$ cat src/rtl/tqvp_uart_fifo_if.sv
// CPU-side register bus for the TinyQV UART peripheral.
//
// Handshake: data_write and data_read are single-cycle strobes sampled on the
// rising clock edge with address (and data_in for writes) valid in the same
// cycle. There is no ready/backpressure; the peripheral accepts every strobe.
// data_out is combinational and always reflects the register at address.
interface tqvp_uart_fifo_if;
   logic [3:0] address;
   logic       data_write;
   logic       data_read;
   logic [7:0] data_in;
   logic [7:0] data_out;

   modport master (
      output address, data_write, data_read, data_in,
      input  data_out
   );

   modport slave (
      input  address, data_write, data_read, data_in,
      output data_out
   );
endinterface

$ cat src/rtl/tqvp_uart_fifo.sv
// TinyQV UART peripheral: full-duplex 8N1 UART, programmable baud divisor,
// RX/TX byte FIFOs, sticky error flags, internal loopback and FIFO flush.

// Circular byte FIFO; flush beats push/pop, push while full is accepted only
// when a pop happens in the same cycle.
module tqvp_uart_fifo_buf #(
   parameter int AW = 3
) (
   input  logic          clk,
   input  logic          rst,
   input  logic          flush,
   input  logic          push,
   input  logic          pop,
   input  logic [7:0]    wdata,
   output logic [7:0]    rdata,
   output logic [AW:0]   count,
   output logic          empty,
   output logic          full
);
   localparam int DEPTH = 1 << AW;

   logic [7:0]    mem_q [DEPTH];
   logic [AW-1:0] wr_ptr_q, wr_ptr_d;
   logic [AW-1:0] rd_ptr_q, rd_ptr_d;
   logic [AW:0]   count_q, count_d;
   logic          do_push, do_pop;

   assign empty = (count_q == '0);
   assign full  = (count_q == (AW+1)'(DEPTH));
   assign count = count_q;
   assign rdata = mem_q[rd_ptr_q];

   // Pointer/count update; pointers wrap naturally at AW bits
   always_comb begin
      do_pop   = pop && !empty && !flush;
      do_push  = push && (!full || do_pop) && !flush;
      wr_ptr_d = wr_ptr_q + AW'(do_push);
      rd_ptr_d = rd_ptr_q + AW'(do_pop);
      count_d  = count_q + (AW+1)'(do_push) - (AW+1)'(do_pop);
      if (flush) begin
         wr_ptr_d = '0;
         rd_ptr_d = '0;
         count_d  = '0;
      end
   end

   // Pointer and count registers
   always_ff @(posedge clk) begin
      if (rst) begin
         wr_ptr_q <= '0;
         rd_ptr_q <= '0;
         count_q  <= '0;
      end else begin
         wr_ptr_q <= wr_ptr_d;
         rd_ptr_q <= rd_ptr_d;
         count_q  <= count_d;
      end
   end

   // Storage array, written only on an accepted push
   always_ff @(posedge clk) begin
      if (do_push) mem_q[wr_ptr_q] <= wdata;
   end
endmodule

module tqvp_uart_fifo #(
   parameter int FIFO_AW   = 3,
   parameter int DIV_W     = 16,
   parameter int DIV_RESET = 556
) (
   input  logic                clk,
   input  logic                rst,
   input  logic [7:0]          ui_in,
   output logic [7:0]          uo_out,
   tqvp_uart_fifo_if.slave     bus,
   output logic [1:0]          dbg_tx_state,
   output logic [1:0]          dbg_rx_state
);
   typedef enum logic [1:0] {S_IDLE, S_START, S_DATA, S_STOP} uart_state_e;

   // Control / status registers
   logic [DIV_W-1:0] div_q, div_d;
   logic tx_en_q, tx_en_d, rx_en_q, rx_en_d, loop_q, loop_d;
   logic clr_q, clr_d, flush_q, flush_d;
   logic rx_ovr_q, rx_ovr_d, frame_err_q, frame_err_d, tx_ovf_q, tx_ovf_d;

   // TX path
   uart_state_e      tx_state_q, tx_state_d;
   logic [DIV_W-1:0] tx_cnt_q, tx_cnt_d;
   logic [2:0]       tx_bit_q, tx_bit_d;
   logic [7:0]       tx_shift_q, tx_shift_d;
   logic             tx_line_q, tx_line_d;
   logic             tx_pop, tx_start_ok;

   // RX path
   logic             rx_sync1_q, rx_sync2_q, rx_prev_q;
   uart_state_e      rx_state_q, rx_state_d;
   logic [DIV_W-1:0] rx_cnt_q, rx_cnt_d;
   logic [2:0]       rx_bit_q, rx_bit_d;
   logic [7:0]       rx_shift_q, rx_shift_d;
   logic             rx_push, rx_ovr_evt, frame_evt, rx_fall, rx_line;

   // FIFO wires
   logic [7:0]       tx_head, rx_head;
   logic [FIFO_AW:0] tx_count, rx_count;
   logic             tx_empty, tx_full, rx_empty, rx_full;

   // Bus decode
   logic             wr_data, rd_data, wr_ctrl, tx_ovf_evt;
   logic [DIV_W-1:0] eff_div, half_div;
   logic [15:0]      div_wide, div_wr;
   logic             unused_ok;

   assign unused_ok = &{1'b0, ui_in[6:0]};

   assign wr_data    = bus.data_write && (bus.address == 4'd0);
   assign wr_ctrl    = bus.data_write && (bus.address == 4'd4);
   assign rd_data    = bus.data_read  && (bus.address == 4'd0);
   assign tx_ovf_evt = wr_data && tx_full && !tx_pop && !flush_q;

   // Divisors below 4 would leave too few cycles per bit for mid-bit sampling
   assign eff_div  = (div_q < DIV_W'(4)) ? DIV_W'(4) : div_q;
   assign half_div = eff_div >> 1;
   assign div_wide = 16'(div_q);

   assign rx_line  = rx_sync2_q;
   assign rx_fall  = rx_prev_q && !rx_line;

   assign uo_out       = {7'b0, tx_line_q};
   assign dbg_tx_state = tx_state_q;
   assign dbg_rx_state = rx_state_q;

   tqvp_uart_fifo_buf #(.AW(FIFO_AW)) u_tx_fifo (
      .clk(clk), .rst(rst), .flush(flush_q), .push(wr_data), .pop(tx_pop),
      .wdata(bus.data_in), .rdata(tx_head), .count(tx_count),
      .empty(tx_empty), .full(tx_full)
   );

   tqvp_uart_fifo_buf #(.AW(FIFO_AW)) u_rx_fifo (
      .clk(clk), .rst(rst), .flush(flush_q), .push(rx_push), .pop(rd_data),
      .wdata(rx_shift_d), .rdata(rx_head), .count(rx_count),
      .empty(rx_empty), .full(rx_full)
   );

   // Register writes and sticky flags; a same-cycle error event beats clr_err
   always_comb begin
      div_wr   = div_wide;
      if (bus.data_write && bus.address == 4'd2) div_wr[7:0]  = bus.data_in;
      if (bus.data_write && bus.address == 4'd3) div_wr[15:8] = bus.data_in;
      div_d    = DIV_W'(div_wr);
      tx_en_d  = wr_ctrl ? bus.data_in[0] : tx_en_q;
      rx_en_d  = wr_ctrl ? bus.data_in[1] : rx_en_q;
      loop_d   = wr_ctrl ? bus.data_in[2] : loop_q;
      clr_d    = wr_ctrl && bus.data_in[3];
      flush_d  = wr_ctrl && bus.data_in[4];
      rx_ovr_d    = (clr_q ? 1'b0 : rx_ovr_q)    | rx_ovr_evt;
      frame_err_d = (clr_q ? 1'b0 : frame_err_q) | frame_evt;
      tx_ovf_d    = (clr_q ? 1'b0 : tx_ovf_q)    | tx_ovf_evt;
   end

   // Combinational read mux
   always_comb begin
      bus.data_out = 8'h00;
      case (bus.address)
         4'd0: bus.data_out = rx_empty ? 8'h00 : rx_head;
         4'd1: bus.data_out = {tx_ovf_q, frame_err_q, rx_ovr_q,
                               (tx_state_q != S_IDLE), tx_empty, tx_full,
                               rx_full, !rx_empty};
         4'd2: bus.data_out = div_wide[7:0];
         4'd3: bus.data_out = div_wide[15:8];
         4'd4: bus.data_out = {3'b000, flush_q, clr_q, loop_q, rx_en_q, tx_en_q};
         4'd5: bus.data_out = 8'(rx_count);
         4'd6: bus.data_out = 8'(tx_count);
         default: bus.data_out = 8'h00;
      endcase
   end

   // TX next-state: each bit counter is loaded from the divisor at the bit
   // boundary, so divisor writes never truncate the bit in flight
   always_comb begin
      tx_state_d  = tx_state_q;
      tx_cnt_d    = tx_cnt_q;
      tx_bit_d    = tx_bit_q;
      tx_shift_d  = tx_shift_q;
      tx_line_d   = tx_line_q;
      tx_pop      = 1'b0;
      tx_start_ok = tx_en_q && !tx_empty && !flush_q;
      case (tx_state_q)
         S_IDLE: begin
            tx_line_d = 1'b1;
            if (tx_start_ok) begin
               tx_pop     = 1'b1;
               tx_shift_d = tx_head;
               tx_line_d  = 1'b0;
               tx_cnt_d   = eff_div - DIV_W'(1);
               tx_state_d = S_START;
            end
         end
         S_START: begin
            if (tx_cnt_q == '0) begin
               tx_state_d = S_DATA;
               tx_line_d  = tx_shift_q[0];
               tx_bit_d   = 3'd0;
               tx_cnt_d   = eff_div - DIV_W'(1);
            end else tx_cnt_d = tx_cnt_q - DIV_W'(1);
         end
         S_DATA: begin
            if (tx_cnt_q == '0) begin
               tx_cnt_d = eff_div - DIV_W'(1);
               if (tx_bit_q == 3'd7) begin
                  tx_state_d = S_STOP;
                  tx_line_d  = 1'b1;
               end else begin
                  tx_bit_d   = tx_bit_q + 3'd1;
                  tx_shift_d = tx_shift_q >> 1;
                  tx_line_d  = tx_shift_q[1];
               end
            end else tx_cnt_d = tx_cnt_q - DIV_W'(1);
         end
         S_STOP: begin
            if (tx_cnt_q == '0) begin
               // Back-to-back frames: next start bit follows the stop bit directly
               if (tx_start_ok) begin
                  tx_pop     = 1'b1;
                  tx_shift_d = tx_head;
                  tx_line_d  = 1'b0;
                  tx_cnt_d   = eff_div - DIV_W'(1);
                  tx_state_d = S_START;
               end else tx_state_d = S_IDLE;
            end else tx_cnt_d = tx_cnt_q - DIV_W'(1);
         end
         default: tx_state_d = S_IDLE;
      endcase
   end

   // RX next-state: sample mid-bit; after a framing error the line is still
   // low, so IDLE naturally waits for it to go high before the next falling edge
   always_comb begin
      rx_state_d = rx_state_q;
      rx_cnt_d   = rx_cnt_q;
      rx_bit_d   = rx_bit_q;
      rx_shift_d = rx_shift_q;
      rx_push    = 1'b0;
      rx_ovr_evt = 1'b0;
      frame_evt  = 1'b0;
      case (rx_state_q)
         S_IDLE: begin
            if (rx_en_q && rx_fall) begin
               rx_state_d = S_START;
               rx_cnt_d   = half_div - DIV_W'(1);
            end
         end
         S_START: begin
            if (rx_cnt_q == '0) begin
               if (rx_line) rx_state_d = S_IDLE;
               else begin
                  rx_state_d = S_DATA;
                  rx_bit_d   = 3'd0;
                  rx_cnt_d   = eff_div - DIV_W'(1);
               end
            end else rx_cnt_d = rx_cnt_q - DIV_W'(1);
         end
         S_DATA: begin
            if (rx_cnt_q == '0) begin
               rx_shift_d = {rx_line, rx_shift_q[7:1]};
               rx_cnt_d   = eff_div - DIV_W'(1);
               if (rx_bit_q == 3'd7) rx_state_d = S_STOP;
               else rx_bit_d = rx_bit_q + 3'd1;
            end else rx_cnt_d = rx_cnt_q - DIV_W'(1);
         end
         S_STOP: begin
            if (rx_cnt_q == '0) begin
               rx_state_d = S_IDLE;
               if (!rx_line) frame_evt = 1'b1;
               else if (rx_full && !rd_data && !flush_q) rx_ovr_evt = 1'b1;
               else rx_push = 1'b1;
            end else rx_cnt_d = rx_cnt_q - DIV_W'(1);
         end
         default: rx_state_d = S_IDLE;
      endcase
   end

   // All state registers; reset puts the line idle-high and both FSMs in IDLE
   always_ff @(posedge clk) begin
      if (rst) begin
         div_q       <= DIV_W'(DIV_RESET);
         tx_en_q     <= 1'b1;
         rx_en_q     <= 1'b1;
         loop_q      <= 1'b0;
         clr_q       <= 1'b0;
         flush_q     <= 1'b0;
         rx_ovr_q    <= 1'b0;
         frame_err_q <= 1'b0;
         tx_ovf_q    <= 1'b0;
         tx_state_q  <= S_IDLE;
         tx_cnt_q    <= '0;
         tx_bit_q    <= 3'd0;
         tx_shift_q  <= 8'h00;
         tx_line_q   <= 1'b1;
         rx_sync1_q  <= 1'b1;
         rx_sync2_q  <= 1'b1;
         rx_prev_q   <= 1'b1;
         rx_state_q  <= S_IDLE;
         rx_cnt_q    <= '0;
         rx_bit_q    <= 3'd0;
         rx_shift_q  <= 8'h00;
      end else begin
         div_q       <= div_d;
         tx_en_q     <= tx_en_d;
         rx_en_q     <= rx_en_d;
         loop_q      <= loop_d;
         clr_q       <= clr_d;
         flush_q     <= flush_d;
         rx_ovr_q    <= rx_ovr_d;
         frame_err_q <= frame_err_d;
         tx_ovf_q    <= tx_ovf_d;
         tx_state_q  <= tx_state_d;
         tx_cnt_q    <= tx_cnt_d;
         tx_bit_q    <= tx_bit_d;
         tx_shift_q  <= tx_shift_d;
         tx_line_q   <= tx_line_d;
         rx_sync1_q  <= loop_q ? tx_line_q : ui_in[7];
         rx_sync2_q  <= rx_sync1_q;
         rx_prev_q   <= rx_sync2_q;
         rx_state_q  <= rx_state_d;
         rx_cnt_q    <= rx_cnt_d;
         rx_bit_q    <= rx_bit_d;
         rx_shift_q  <= rx_shift_d;
      end
   end
endmodule

$ cat src/flat_wrapper.sv
// flat-port wrapper written by rule: the top's interface ports become plain ports
module tqvp_uart_fifo_flat 
#(
   parameter int FIFO_AW   = 3,
   parameter int DIV_W     = 16,
   parameter int DIV_RESET = 556
)
  (clk, rst, ui_in, uo_out, dbg_tx_state, dbg_rx_state, bus_address, bus_data_write, bus_data_read, bus_data_in, bus_data_out);
  tqvp_uart_fifo_if bus_i ();
  input  logic clk;
  input  logic rst;
  input  logic [7:0] ui_in;
  output logic [7:0] uo_out;
  output logic [1:0] dbg_tx_state;
  output logic [1:0] dbg_rx_state;
  input wire logic [$bits(bus_i.address)-1:0] bus_address;
  input wire logic [$bits(bus_i.data_write)-1:0] bus_data_write;
  input wire logic [$bits(bus_i.data_read)-1:0] bus_data_read;
  input wire logic [$bits(bus_i.data_in)-1:0] bus_data_in;
  output wire logic [$bits(bus_i.data_out)-1:0] bus_data_out;
  assign bus_i.address = bus_address;
  assign bus_i.data_write = bus_data_write;
  assign bus_i.data_read = bus_data_read;
  assign bus_i.data_in = bus_data_in;
  assign bus_data_out = bus_i.data_out;
  tqvp_uart_fifo #(.FIFO_AW(FIFO_AW), .DIV_W(DIV_W), .DIV_RESET(DIV_RESET)) u_core (.clk(clk), .rst(rst), .ui_in(ui_in), .uo_out(uo_out), .bus(bus_i), .dbg_tx_state(dbg_tx_state), .dbg_rx_state(dbg_rx_state));
endmodule
$ cat config.mk
export PLATFORM = sky130hd
export DESIGN_NAME = tqvp_uart_fifo_flat
export DESIGN_NICKNAME = d
export VERILOG_FILES = /design/src/rtl/tqvp_uart_fifo_if.sv /design/src/rtl/tqvp_uart_fifo.sv /design/src/flat_wrapper.sv
export SDC_FILE = /design/constraint.sdc
export NUM_CORES = 1
export LEC_CHECK = 0
export BUFFER_PORTS_ARGS = -buffer_cell sky130_fd_sc_hd__buf_2
export CAP_MARGIN = 20
export CORE_ASPECT_RATIO = 0.7
export CORE_MARGIN = 4
export CORE_UTILIZATION = 53
export DETAILED_ROUTE_END_ITERATION = 16
export GPL_ROUTABILITY_DRIVEN = 0
export PLACE_DENSITY = 0.79
export RECOVER_POWER = 100
export SETUP_SLACK_MARGIN = 0.1
export SYNTH_ARGS = -nofsm -noshare
export SYNTH_HDL_FRONTEND = slang
export SYNTH_SLANG_ARGS = --single-unit
$ cat constraint.sdc
create_clock -name clk -period 9.9 [get_ports clk]
set_clock_uncertainty 0.1 [all_clocks]
set_input_delay 1.485 -clock clk [delete_from_list [all_inputs] [get_ports clk]]
set_output_delay 1.485 -clock clk [all_outputs]
set_load 0.005 [all_outputs]
; After elaboration in Yosys (flattened, before gate mapping)
; Memories as Yosys holds them, arrays and structs flattened. A register that Yosys moved wholly into a read port is not among the register bits.
; Cells that the tools add are included.
; W data, S select, Z words.
[totals]
ram_bits = 128
mem_bits_ro = 0
inputBits = 24
latchBits = 0
ff_bits = 106
n_memories = 2
[op_classes]
multipliers = 0
n_addsub = 14
eq_ne = 32
mux = 74
bitwise_logic = 3
shifts = 0
div_mod_pow = 0
magnitude_cmp = 1
reduce_logical = 54
[memory_table]
columns = memory, words, width, rd, rd_clocked_by_memory_dff, wr, line_no
row1 = u_core.u_rx_fifo.mem_q, 8, 8, 1, 1, 1, tqvp_uart_fifo.sv:22  ; logic [7:0] mem_q [DEPTH];
row2 = u_core.u_tx_fifo.mem_q, 8, 8, 1, 1, 1, tqvp_uart_fifo.sv:22
[op_table]
columns = op, count
row1 = $mux W16, 9
row2 = $pmux W16 S4, 1
row3 = $mux W8, 7
row4 = $pmux W8 S7, 1
row5 = $pmux W16 S3, 1
row6 = $sub A16 B1 Y16 const B, 3
row7 = $logic_not A16 Y1, 2
row8 = $mux W1, 28
row9 = $mux W3, 9
row10 = $logic_and A1 B1 Y1, 24
row11 = $pmux W8 S3, 1
row12 = $mux W2, 11
row13 = $ne A2 B1 Y1 const B, 11
row14 = $lt A16 B3 Y1 const B, 1
row15 = $pmux W2 S4, 2
row16 = $sub A15 B1 Y16 const B, 1
row17 = $reduce_and A5 Y1, 3
row18 = $add A3 B1 Y3, 4
row19 = $eq A4 B3 Y1 const B, 3
row20 = $logic_not A4 Y1, 3
row21 = $pmux W3 S2, 2
row22 = $reduce_and A4 Y1, 3
row23 = $add A4 B1 Y4, 2
row24 = $eq A2 B2 Y1 const B, 4
row25 = 19 further kinds, 42

; Longest topological paths before layout
; Gate-level depths: netlist of the first run.
[logic_depth]
ltp_word = 14
mapped_depth = 15
ltp_nobuf = 14

; Hierarchy
; Synthesis of the first run repeated with hierarchy kept, for this count alone.
[unflattened]
cells_unflattened = 1163
hier_area_um2 = 12766.0
[modules_own_cells]
columns = mod, n_inst, cells_per_inst, seq_area_each_um2, area_each_um2
row1 = tqvp_uart_fifo, 1, 851, 1721.7, 6615.1
row2 = tqvp_uart_fifo_buf, 2, 156, 2122.0, 3075.4

; Least setup slack after synthesis of the first run
; Ideal clock, no wire load.
[synth_path]
path_kind = input-to-output
startpoint = input port bus_address[2]
endpoint = output port bus_data_out[2]
slack_ps = 5652
path_buffers = 2
path_stages = 6
arrival_time_ps = 2663
required_time_ps = 8315
cell_sequence = clkbuf_1 -> clkbuf_1 -> mux2i_1 -> nor2_1 -> a221oi_1 -> o22ai_1
[synth_via]
elab_chain_cells = 2
[synth_rtl]
columns = item, line_no
row1 = start: declaration, flat_wrapper.sv:16  ; input wire logic [$bits(bus_i.address)-1:0] bus_address;
row2 = "$eq A4 B3 Y1, or another cell as far along", tqvp_uart_fifo.sv:164  ; case (bus.address)
row3 = $pmux W8 S7 *, tqvp_uart_fifo.sv:164
row4 = end: declaration, flat_wrapper.sv:20  ; output wire logic [$bits(bus_i.data_out)-1:0] bus_data_out;
; Mark *: on every way between the ends. The rest lies on a longest branch, timed or not.

; Worst setup path in the final report of the first run
[layout_path]
startpoint = register u_core.tx_cnt_q[0]
endpoint = memory u_core.u_tx_fifo.mem_q[2][2], enable pin
[layout_via]
elab_chain_cells = 10
[layout_rtl]
columns = item, line_no
row1 = start: declaration, tqvp_uart_fifo.sv:89  ; logic [DIV_W-1:0] tx_cnt_q, tx_cnt_d;
row2 = start signal: assignment, tqvp_uart_fifo.sv:318  ; tx_cnt_q <= tx_cnt_d;
row3 = $logic_not A16 Y1, tqvp_uart_fifo.sv:221  ; if (tx_cnt_q == '0) begin
row4 = $mux W1, tqvp_uart_fifo.sv:221
row5 = $pmux W1 S2, tqvp_uart_fifo.sv:188  ; case (tx_state_q)
row6 = $logic_and A1 B1 Y1 (2 in a row), tqvp_uart_fifo.sv:35  ; do_pop = pop && !empty && !flush;
row7 = $logic_or A1 B1 Y1, tqvp_uart_fifo.sv:36  ; do_push = push && (!full || do_pop) && !flush;
row8 = $logic_and A1 B1 Y1 (2 in a row), tqvp_uart_fifo.sv:36
row9 = $mux W1, tqvp_uart_fifo.sv:62  ; if (do_push) mem_q[wr_ptr_q] <= wdata;
row10 = $mux W1 (not written as such), tqvp_uart_fifo.sv:62
row11 = end: declaration, tqvp_uart_fifo.sv:22
; Every way passes these cells.

==> qor.yml, run 1 <==
status: "finished with violations"
failed_checks: "max-capacitance violations, max-slew violations"
drive_above_1_share_pct: 9.61
fillers: 1758
layout_commonest_cell: "edfxtp_1"
endpoint_kind: "flop"
maxCapViolations: 5
fp.dieArea_sq_mm: 0.0252
diodes: 0
r2r-start: "u_core.tx_cnt_q[0]"
critPathKind: "flop to flop"
clock_latency_ns: 0.54
clockBufferDepth: 3
cts_sinks: 234
rsz0062_at_grt: "no"
cts_setup_buffers: 0
drt_iter0_drc: 1036
max_stage_delay_ns: 1.52
crit_arrival_ns: 5.29
die_w_um: 188
power_leakage_nw: 4.50
tns_ns: 0
grt_first_pass_wirelength_um: 44700
cts_max_level: 1
synth_area_sq_mm: 0.0120
io_pins: 44
async_reset_ff_share_pct: 0
setup_viol: 0
hold_buffers: 0
synthCells: 1091
root_buffer: "clkbuf_16"
period_needed_ns: 5.26
layout_common_cells: "128 x edfxtp_1, 108 x nor2_1, 106 x dfxtp_1"
cts_made_buffers: 23
synth.distinct_cells: 83
fmaxAchievable_mhz: 190
ys_warn_count: 0
start_util_pct: 54.7
synth.area.top_cells: "edfxtp_1 32%, dfxtp_1 18%, mux4_2 6.0%"
syn_to_final_growth_pct: 7.48
worstMarginPinSlew_ns: 2.36
vdd_ir_drop_max_uv: 168
synth_seq_cells: 234
setup.worst_path.start: "u_core.tx_cnt_q[0]"
crit_chain: "inv_1, ha_1, or4b_1, nor3_1, a31oi_1, o41ai_1, nand2b_1, nor4b_1"
path_max_fanout: 10
routed_wl_um: 28400
post_drt_wl_per_cell_um: 20.3
synth-edff-count: 128
final_hold_viol_count: 0
start_kind: "flop"
min_path_type: "flop to flop"
viasPerCell: 6.19
drc: 0
port_buffers: 29
cts_tree: "built"
synth_seq_area_share_pct: 49.5
nets: 1140
antenna_found_initial: 1
synth_top_area_cell: "edfxtp_1"
cp.required_ns: 9.93
ctsResizeCount: 0
rows: 45
grt_max_degree: 49
die_h_um: 134
slew_violations: 131
worstHoldStart: "u_core.rx_sync1_q"
vias: 8648
overflow: 0
hpwl_um: 19100
slowest_stage: "nor4b_1"
dp_cells: 1353
grt_pass1_vias: 8144
synth_top_area_share_pct: 31.9
track_usage_pct: 21.8
power.density_mw_per_mm2: 237
avgSynthCellArea_sq_um: 11.0
synth_ff_type: "edfxtp_1"
maxSlewHeadroom_pct: -58.8
core_sq_mm: 0.0220
ant_nets: 0
clkTransAtPathRegs_ns: 0.06
final-instance-count-excl-fill: 1398
dr.pass1.iters: 7
fin_crit_sh_pct: 53.1
## critical path, delay by kind of cell (launching register included)
family / cells / cell delay [ns]
AO/OA/AOI/OAI: 2 / 0.85
adder cells (fa/ha/maj): 1 / 0.24
buffers and inverters: 1 / 0.09
flip-flops: 1 / 0.33
AND/OR/NAND/NOR: 4 / 3.25
## stage by stage
| stage | hold slack [ns] | total power, mW | util (%) | setup WS (ns) | area (sq um) |
|---|---|---|---|---|---|
| floorplan | 0.289 | 2.00 | - | 5.65 | 12100 |
| detailed placement | 0.325 | 2.20 | 55.8 | 5.00 | 12300 |
| global placement | 0.324 | 2.16 | 55.8 | 5.00 | 12300 |
| finish | 0.331 | 3.06 | 58.8 | 4.64 | 12900 |
| CTS | 0.336 | 3.08 | 59.2 | 5.00 | 13000 |
| global route | 0.346 | 3.24 | 58.8 | 4.34 | 12900 |
## synthesized netlist by cell type (7+ instances only)
master    count
edfxtp_1    128
nor2_1      108
dfxtp_1     106
nand2_1      60
clkbuf_1     57
a21oi_1      52
o21ai_0      46
mux2i_1      45
ha_1         38
mux4_2       32
inv_1        30
xnor2_1      29
xor2_1       21
nand3_1      19
nor3_1       19
nor2b_1      18
nor4_1       17
mux2_2       15
nand3b_1     13
o22ai_1      13
and2_1       12
a22oi_1      11
nand2b_1     11
nor3b_1      11
a211o_1      10
a31oi_1      10
a21o_1        9
buf_1         9
buf_4         9
a211oi_1      8
or4_1         8
or2_2         7
## worst paths after layout
path | end | slack [ns] | cells past startpoint
worst min-delay path | u_core.rx_line | 0.33 | 1
worst min register to register | u_core.rx_line | 0.33 | 1
worst max-delay path | u_core.u_tx_fifo.mem_q[2][2] | 4.64 | 8
worst max register to register | u_core.u_tx_fifo.mem_q[2][2] | 4.64 | 8
## report_power, final
| group | leakage [nW] | total [mW] | switching, mW | internal (mW) |
|---|---|---|---|---|
| sequential | 2.01 | 1.17 | 0.0865 | 1.09 |
| clock | 0.361 | 0.875 | 0.390 | 0.485 |
| combinational | 2.13 | 1.01 | 0.611 | 0.402 |
| total | 4.50 | 3.06 | 1.09 | 1.97 |
## sequential cells by signal (all words and copies together), names as in the netlist, 4 cells and up, named ones only
signal / flops
u_core.rx_cnt_q: 16
u_core.u_rx_fifo.mem_q: 64
u_core.tx_cnt_q: 16
u_core.u_tx_fifo.count: 4
u_core.div_q: 16
u_core.rx_shift_q: 8
u_core.u_tx_fifo.mem_q: 64
u_core.u_rx_fifo.count: 4
u_core.tx_shift_q: 8
## metal layers
metal | vias to the layer above | GRT usage, % | share of wire [%]
met5 | - | 0 | 0.046
met4 | 2 | 4.89 | 2.1
li1 | 4021 | - | -
met2 | 384 | 32.2 | 44
met3 | 48 | 3.93 | 8.6
met1 | 4193 | 33.7 | 45
## cell type report
| type | instances | area [sq um] | area share [%] |
|---|---|---|---|
| Clock buffer | 28 | 626 | 4.83 |
| Clock inverter | 14 | 130 | 1.01 |
| Inverter | 31 | 116 | 0.899 |
| Multi-Input combinational cell | 745 | 5520 | 42.7 |
| Sequential cell | 234 | 5970 | 46.1 |
| Tap cell | 305 | 382 | 2.95 |
| Timing Repair Buffer | 41 | 201 | 1.56 |
## kinds of logic after synthesis
kind of cell | after synthesis | share of synthesized area, %
DFF | 234 | 49.5
adders and majority gates | 40 | 4.28
muxes | 92 | 11.1
buffers and inverters | 118 | 4.34
other | 1 | 0.0311
AOI/OAI and AO/OA | 221 | 12.6
xor gates and xnor gates | 50 | 3.64
and+or+nand+nor | 335 | 14.5
Note: power is estimated with default switching activity, not from simulation.
==> inputs of run 2 (changes only) <==
==> constraint.sdc (replaced) <==
create_clock -name clk -period 5.3 [get_ports clk]
set_clock_uncertainty 0.1 [all_clocks]
set_input_delay 0.795 -clock clk [delete_from_list [all_inputs] [get_ports clk]]
set_output_delay 0.795 -clock clk [all_outputs]
set_load 0.005 [all_outputs]
==> run 2 against run 1 <==
Compared with the run above:
- the run still ends with max-capacitance violations, max-slew violations left
- register-to-register slack got worse by 4.0 ns
- largest power group unchanged
- combinational power rose by 86%
- non-clock buffer count rose by 5
- sequential share of layout area fell by 0.37 points
- largest cell class unchanged
- core utilization rose by 0.47 points
- wire length rose by 1.6%
- critical path depth did not move
- critical path type unchanged
==> qor.yml, run 2 (synthesis results as in run 1) <==
status: "finished with violations"
failed_checks: "max-capacitance violations, max-slew violations"
setup_viol: 0  # unchanged
clockBufferDepth: 3  # unchanged
track_usage_pct: 22.5  # +0.75 points
power_frac_comb_pct: 32.2  # -0.9 points
cts_made_buffers: 24  # +4.3%
syn_to_final_growth_pct: 8.34
power_leakage_nw: 4.59  # +2.0%
grt_first_pass_wirelength_um: 45900  # +2.7%
clkTransAtPathRegs_ns: 0.06  # about the same
layout_common_cells: "128 x edfxtp_1, 108 x nor2_1, 106 x dfxtp_1"
max_stage_delay_ns: 1.79  # +0.27 ns
cts_max_level: 1  # unchanged
fin_crit_sh_pct: 87.3  # +34 points
drt_iter0_drc: 934  # -9.8%
p_int_mw: 3.82  # +94%
vias: 8743  # +1.1%
post-route-util_pct: 59.3  # +0.47 points
top_regs: "u_core.u_rx_fifo.mem_q (64), u_core.u_tx_fifo.mem_q (64)"
clock_latency_ns: 0.54  # about the same
slew_violations: 29  # -78%
report.power.total_mw: 5.84  # +91%
path_max_fanout: 19  # +9
cp.required_ns: 5.61  # -4.32 ns
start_kind: "flop"
die_h_um: 134  # unchanged
dpl-instance-area_sq_mm: 0.0123  # +0.47%
vdd_ir_drop_max_uv: 287  # +70%
core_sq_mm: 0.0220  # unchanged
viasPerCell: 6.22  # +0.59%
min_path_type: "flop to flop"
cts_sinks: 234  # unchanged
grt_max_degree: 60  # +22%
grt_pass1_vias: 8155  # +0.14%
drc: 0  # unchanged
power_frac_seq_pct: 37.6  # -0.7 points
crit_arrival_ns: 4.94  # -0.35 ns
tns_ns: 0  # unchanged
cts_setup_buffers: 0  # unchanged
diodes: 0  # unchanged
ctsResizeCount: 0  # unchanged
power.density_mw_per_mm2: 448  # +89%
io_pins: 44  # unchanged
hold_buffers: 0  # unchanged
final-instance-count-excl-fill: 1405  # +0.50%
routed_wl_um: 28800  # +1.6%
slowest_stage: "o21ai_0"
fp.dieArea_sq_mm: 0.0252  # unchanged
layout_commonest_cell: "edfxtp_1"
endpoint_kind: "flop"
dp_worst_setup_slack_ns: 1.19  # -3.82 ns
overflow: 0  # unchanged
maxSlewHeadroom_pct: -52.0  # +6.8 points
final_hold_viol_count: 0  # unchanged
holdWs_ns: 0.335  # +0.00444 ns
dr.pass1.iters: 5  # -2
nets: 1146  # +0.53%
final_area_sq_mm: 0.0130  # +0.80%
drive_above_1_share_pct: 9.82  # +0.21 points
maxCapViolations: 2  # -3
rows: 45  # unchanged
ant_nets: 0  # unchanged
hpwl_um: 19100  # +0.44%
antenna_found_initial: 0  # -1
fmaxAchievable_mhz: 216  # +14%
die_w_um: 188  # unchanged
power.switching_mw: 2.02  # +85%
port_buffers: 29  # unchanged
root_buffer: "clkbuf_16"
worstMarginPinSlew_ns: 2.26  # -0.102 ns
path_buf_inv: 1  # unchanged
p_sw_share_pct: 34.6  # -0.97 points
critPathKind: "flop to flop"
dp_cells: 1360  # +0.52%
crit_chain: "inv_1, ha_1, or4b_4, or4_1, o21ai_0, nor2_1, o21ai_0, o21ai_0"
post_drt_wl_per_cell_um: 20.5  # +1.1%
critPathMostFrequentCell: "o21ai_0"
start_util_pct: 54.7  # unchanged
period_needed_ns: 4.63  # -0.633 ns
cts_tree: "built"
rsz0062_at_grt: "no"
worst_slack_ns: 0.671  # -3.97 ns
power_frac_clock_pct: 30.2  # +1.6 points
cp_top_family: "compound AO/OA/AOI/OAI gates"
==> run 2: area by class of cell <==
class                      count  area [sq um]
multi-input combinational    745          5520
clock buffer                  34           678
fill                        1775          8970
sequential                   234          5970
timing repair buffer          46           231
clock inverter                10           150
inverter                      31           116
tap                          305           382
==> run 2: layer usage <==
metal	vias up	wire length [um]	global-route usage, %	part of all wire (%)
met3	51	2480	4.01	8.6
li1	4018	-	-	-
met1	4277	13100	34.3	45
met4	0	542	5.09	1.9
met2	397	12700	33.9	44
met5	-	0	0	0
==> run 2: power groups by stage <==
stage	sequential, mW	clock (mW)	combinational (mW)
finish	2.19	1.76	1.88
detailed placement	2.24	0	1.87
CTS	2.20	1.78	1.89
global placement	2.23	0	1.82
global route	2.21	1.86	2.07
floorplan	2.16	0	1.58
==> run 2: path summary, 6_finish.rpt <==
path / start / end / slack (ns) / cells after the start
setup / recovery: u_core.rx_cnt_q[0] / u_core.rx_cnt_q[7] / 0.67 / 8
hold / removal: u_core.rx_sync1_q / u_core.rx_line / 0.34 / 1
setup reg to reg: u_core.rx_cnt_q[0] / u_core.rx_cnt_q[7] / 0.67 / 8
hold reg to reg: u_core.rx_sync1_q / u_core.rx_line / 0.34 / 1
==> inputs of run 3 (changes only) <==
--- a/config.mk
+++ b/config.mk
@@ -6,7 +6,7 @@
 export NUM_CORES = 1
 export LEC_CHECK = 0
 export BUFFER_PORTS_ARGS = -buffer_cell sky130_fd_sc_hd__buf_2
-export CAP_MARGIN = 20
+export CAP_MARGIN = 15
 export CORE_ASPECT_RATIO = 0.7
 export CORE_MARGIN = 4
 export CORE_UTILIZATION = 53
==> constraint.sdc (replaced) <==
create_clock -name clk -period 6 [get_ports clk]
set_clock_uncertainty 0.1 [all_clocks]
set_input_delay 0.9 -clock clk [delete_from_list [all_inputs] [get_ports clk]]
set_output_delay 0.9 -clock clk [all_outputs]
set_load 0.005 [all_outputs]
==> run 3 against run 2 <==
Compared with the run above:
- critical path type unchanged
- the flow still finishes with violations (max-capacitance violations, max-slew violations)
- worst setup slack better by 0.39 ns
- maximum frequency decreased by 6.3%
- non-clock buffer count shrank 4
- die area stayed put
- wire length decreased by 3.2%
- critical endpoint is now u_core.u_tx_fifo.mem_q[2][3]
- first-iteration DRC count increased by 1.2%
- register-to-register slack improved by 0.39 ns
==> qor.yml, run 3 (synthesis results as in run 1) <==
die_w_um: 188  # unchanged
grt_first_pass_wirelength_um: 45000  # -2.1%
critPathKind: "flop to flop"
core_sq_mm: 0.0220  # unchanged
min_path_type: "flop to flop"
ctsResizeCount: 0  # unchanged
crit_chain: "inv_1, ha_1, or4b_1, nor3_1, a31oi_1, o41ai_1, nand2b_1, nor4b_1, clkbuf_1"
layout_commonest_cell: "edfxtp_1"
vdd_ir_drop_max_uv: 362  # +26%
setup_viol: 0  # unchanged
worst_slack_ns: 1.06  # +0.389 ns
nets: 1142  # -0.35%
top_regs: "u_core.u_rx_fifo.mem_q (64), u_core.u_tx_fifo.mem_q (64)"
cts_tree: "built"
power.density_mw_per_mm2: 387  # -13%
power_leakage_nw: 4.52  # -1.4%
diodes: 0  # unchanged
dr.pass1.iters: 5  # unchanged
syn_to_final_growth_pct: 7.72
status: "finished with violations"
final_area_sq_mm: 0.0130  # -0.58%
grt_pass1_vias: 8145  # -0.12%
layout_common_cells: "128 x edfxtp_1, 108 x nor2_1, 106 x dfxtp_1"
hold_buffers: 0  # unchanged
cts_setup_buffers: 0  # unchanged
rows: 45  # unchanged
viasPerCell: 6.23  # +0.17%
start_kind: "flop"
drive_above_1_share_pct: 9.77  # -0.046 points
root_buffer: "clkbuf_16"
clkTransAtPathRegs_ns: 0.06  # about the same
path_max_fanout: 10  # -9
report.power.total_mw: 5.02  # -14%
post_drt_wl_per_cell_um: 19.9  # -2.8%
cts_sinks: 234  # unchanged
fmaxAchievable_mhz: 202  # -6.3%
maxSlewHeadroom_pct: -75.6  # -24 points
clock_latency_ns: 0.53  # about the same
io_pins: 44  # unchanged
dp_worst_setup_slack_ns: 1.78  # +0.595 ns
path_buf_inv: 2  # +1
crit_arrival_ns: 5.02  # +0.08 ns
clockBufferDepth: 3  # unchanged
start_util_pct: 54.7  # unchanged
failed_checks: "max-capacitance violations, max-slew violations"
rsz0062_at_grt: "no"
endpoint_kind: "flop"
max_stage_delay_ns: 0.84  # -0.95 ns
slew_violations: 104  # +260%
maxCapViolations: 3  # +1
final_hold_viol_count: 0  # unchanged
antenna_found_initial: 1  # +1
period_needed_ns: 4.94  # +0.311 ns
drt_iter0_drc: 945  # +1.2%
grt_max_degree: 57  # -5.0%
slowest_stage: "nor4b_1"
cp.required_ns: 6.08  # +0.47 ns
vias: 8727  # -0.18%
fin_crit_sh_pct: 82.3  # -5.0 points
cts_max_level: 1  # unchanged
port_buffers: 29  # unchanged
dpl-instance-area_sq_mm: 0.0123  # -0.47%
drc: 0  # unchanged
routed_wl_um: 27900  # -3.2%
holdWs_ns: 0.331  # -0.00403 ns
tns_ns: 0  # unchanged
ant_nets: 0  # unchanged
overflow: 0  # unchanged
track_usage_pct: 21.9  # -0.67 points
fp.dieArea_sq_mm: 0.0252  # unchanged
die_h_um: 134  # unchanged
cts_made_buffers: 24  # unchanged
cp_top_family: "simple AND/OR/NAND/NOR gates"
worstMarginPinSlew_ns: 2.63  # +0.377 ns
hpwl_um: 18800  # -2.0%
==> run 3: worst paths after layout <==
kind / start / endpoint / slack [ns] / depth (start not counted)
setup / recovery: u_core.tx_cnt_q[0] / u_core.u_tx_fifo.mem_q[2][3] / 1.06 / 9
hold / removal: u_core.rx_sync1_q / u_core.rx_line / 0.33 / 1
setup reg to reg: u_core.tx_cnt_q[0] / u_core.u_tx_fifo.mem_q[2][3] / 1.06 / 9
hold reg to reg: u_core.rx_sync1_q / u_core.rx_line / 0.33 / 1
==> run 3: layout make-up <==
| cell class | count | area [sq um] |
|---|---|---|
| Fill cell | 1743 | 9040 |
| Timing Repair Buffer | 42 | 206 |
| Inverter | 31 | 116 |
| Tap cell | 305 | 382 |
| Clock inverter | 15 | 146 |
| Multi-Input combinational cell | 745 | 5540 |
| Sequential cell | 234 | 5970 |
| Clock buffer | 28 | 616 |
==> run 3: per-layer routing <==
metal | GRT usage [%] | up-vias | routed length (um)
met1 | 33.9 | 4306 | 13000
met5 | 0 | - | 7
met3 | 3.23 | 34 | 2160
met4 | 4.48 | 2 | 460
li1 | - | 4017 | -
met2 | 32.9 | 368 | 12300
==> run 3: report_power, final <==
group / switching (mW) / total, mW / leakage [nW] / internal, mW
Clock: 0.645 / 1.44 / 0.364 / 0.792
Sequential: 0.140 / 1.93 / 2.02 / 1.79
Combinational: 1.00 / 1.65 / 2.14 / 0.654
==> run 3: per-stage QoR <==
| step | std cells | utilization (%) |
|---|---|---|
| 3_3_place_gp | 1353 | 55.8 |
| 6_report | 1400 | 58.9 |
| 4_1_cts | 1396 | 59.2 |
| 5_1_grt | 1400 | 58.9 |
| 3_5_place_dp | 1353 | 55.8 |
| 2_1_floorplan | 1097 | - |
==> run 3: worst reg2reg max path, stage by stage (launching register included) <==
cell and delay [ns]:
dfxtp_1 0.34, inv_1 0.08, ha_1 0.25, or4b_1 0.56, nor3_1 0.73, a31oi_1 0.29, o41ai_1 0.60, nand2b_1 0.38
nor4b_1 0.84, clkbuf_1 0.42
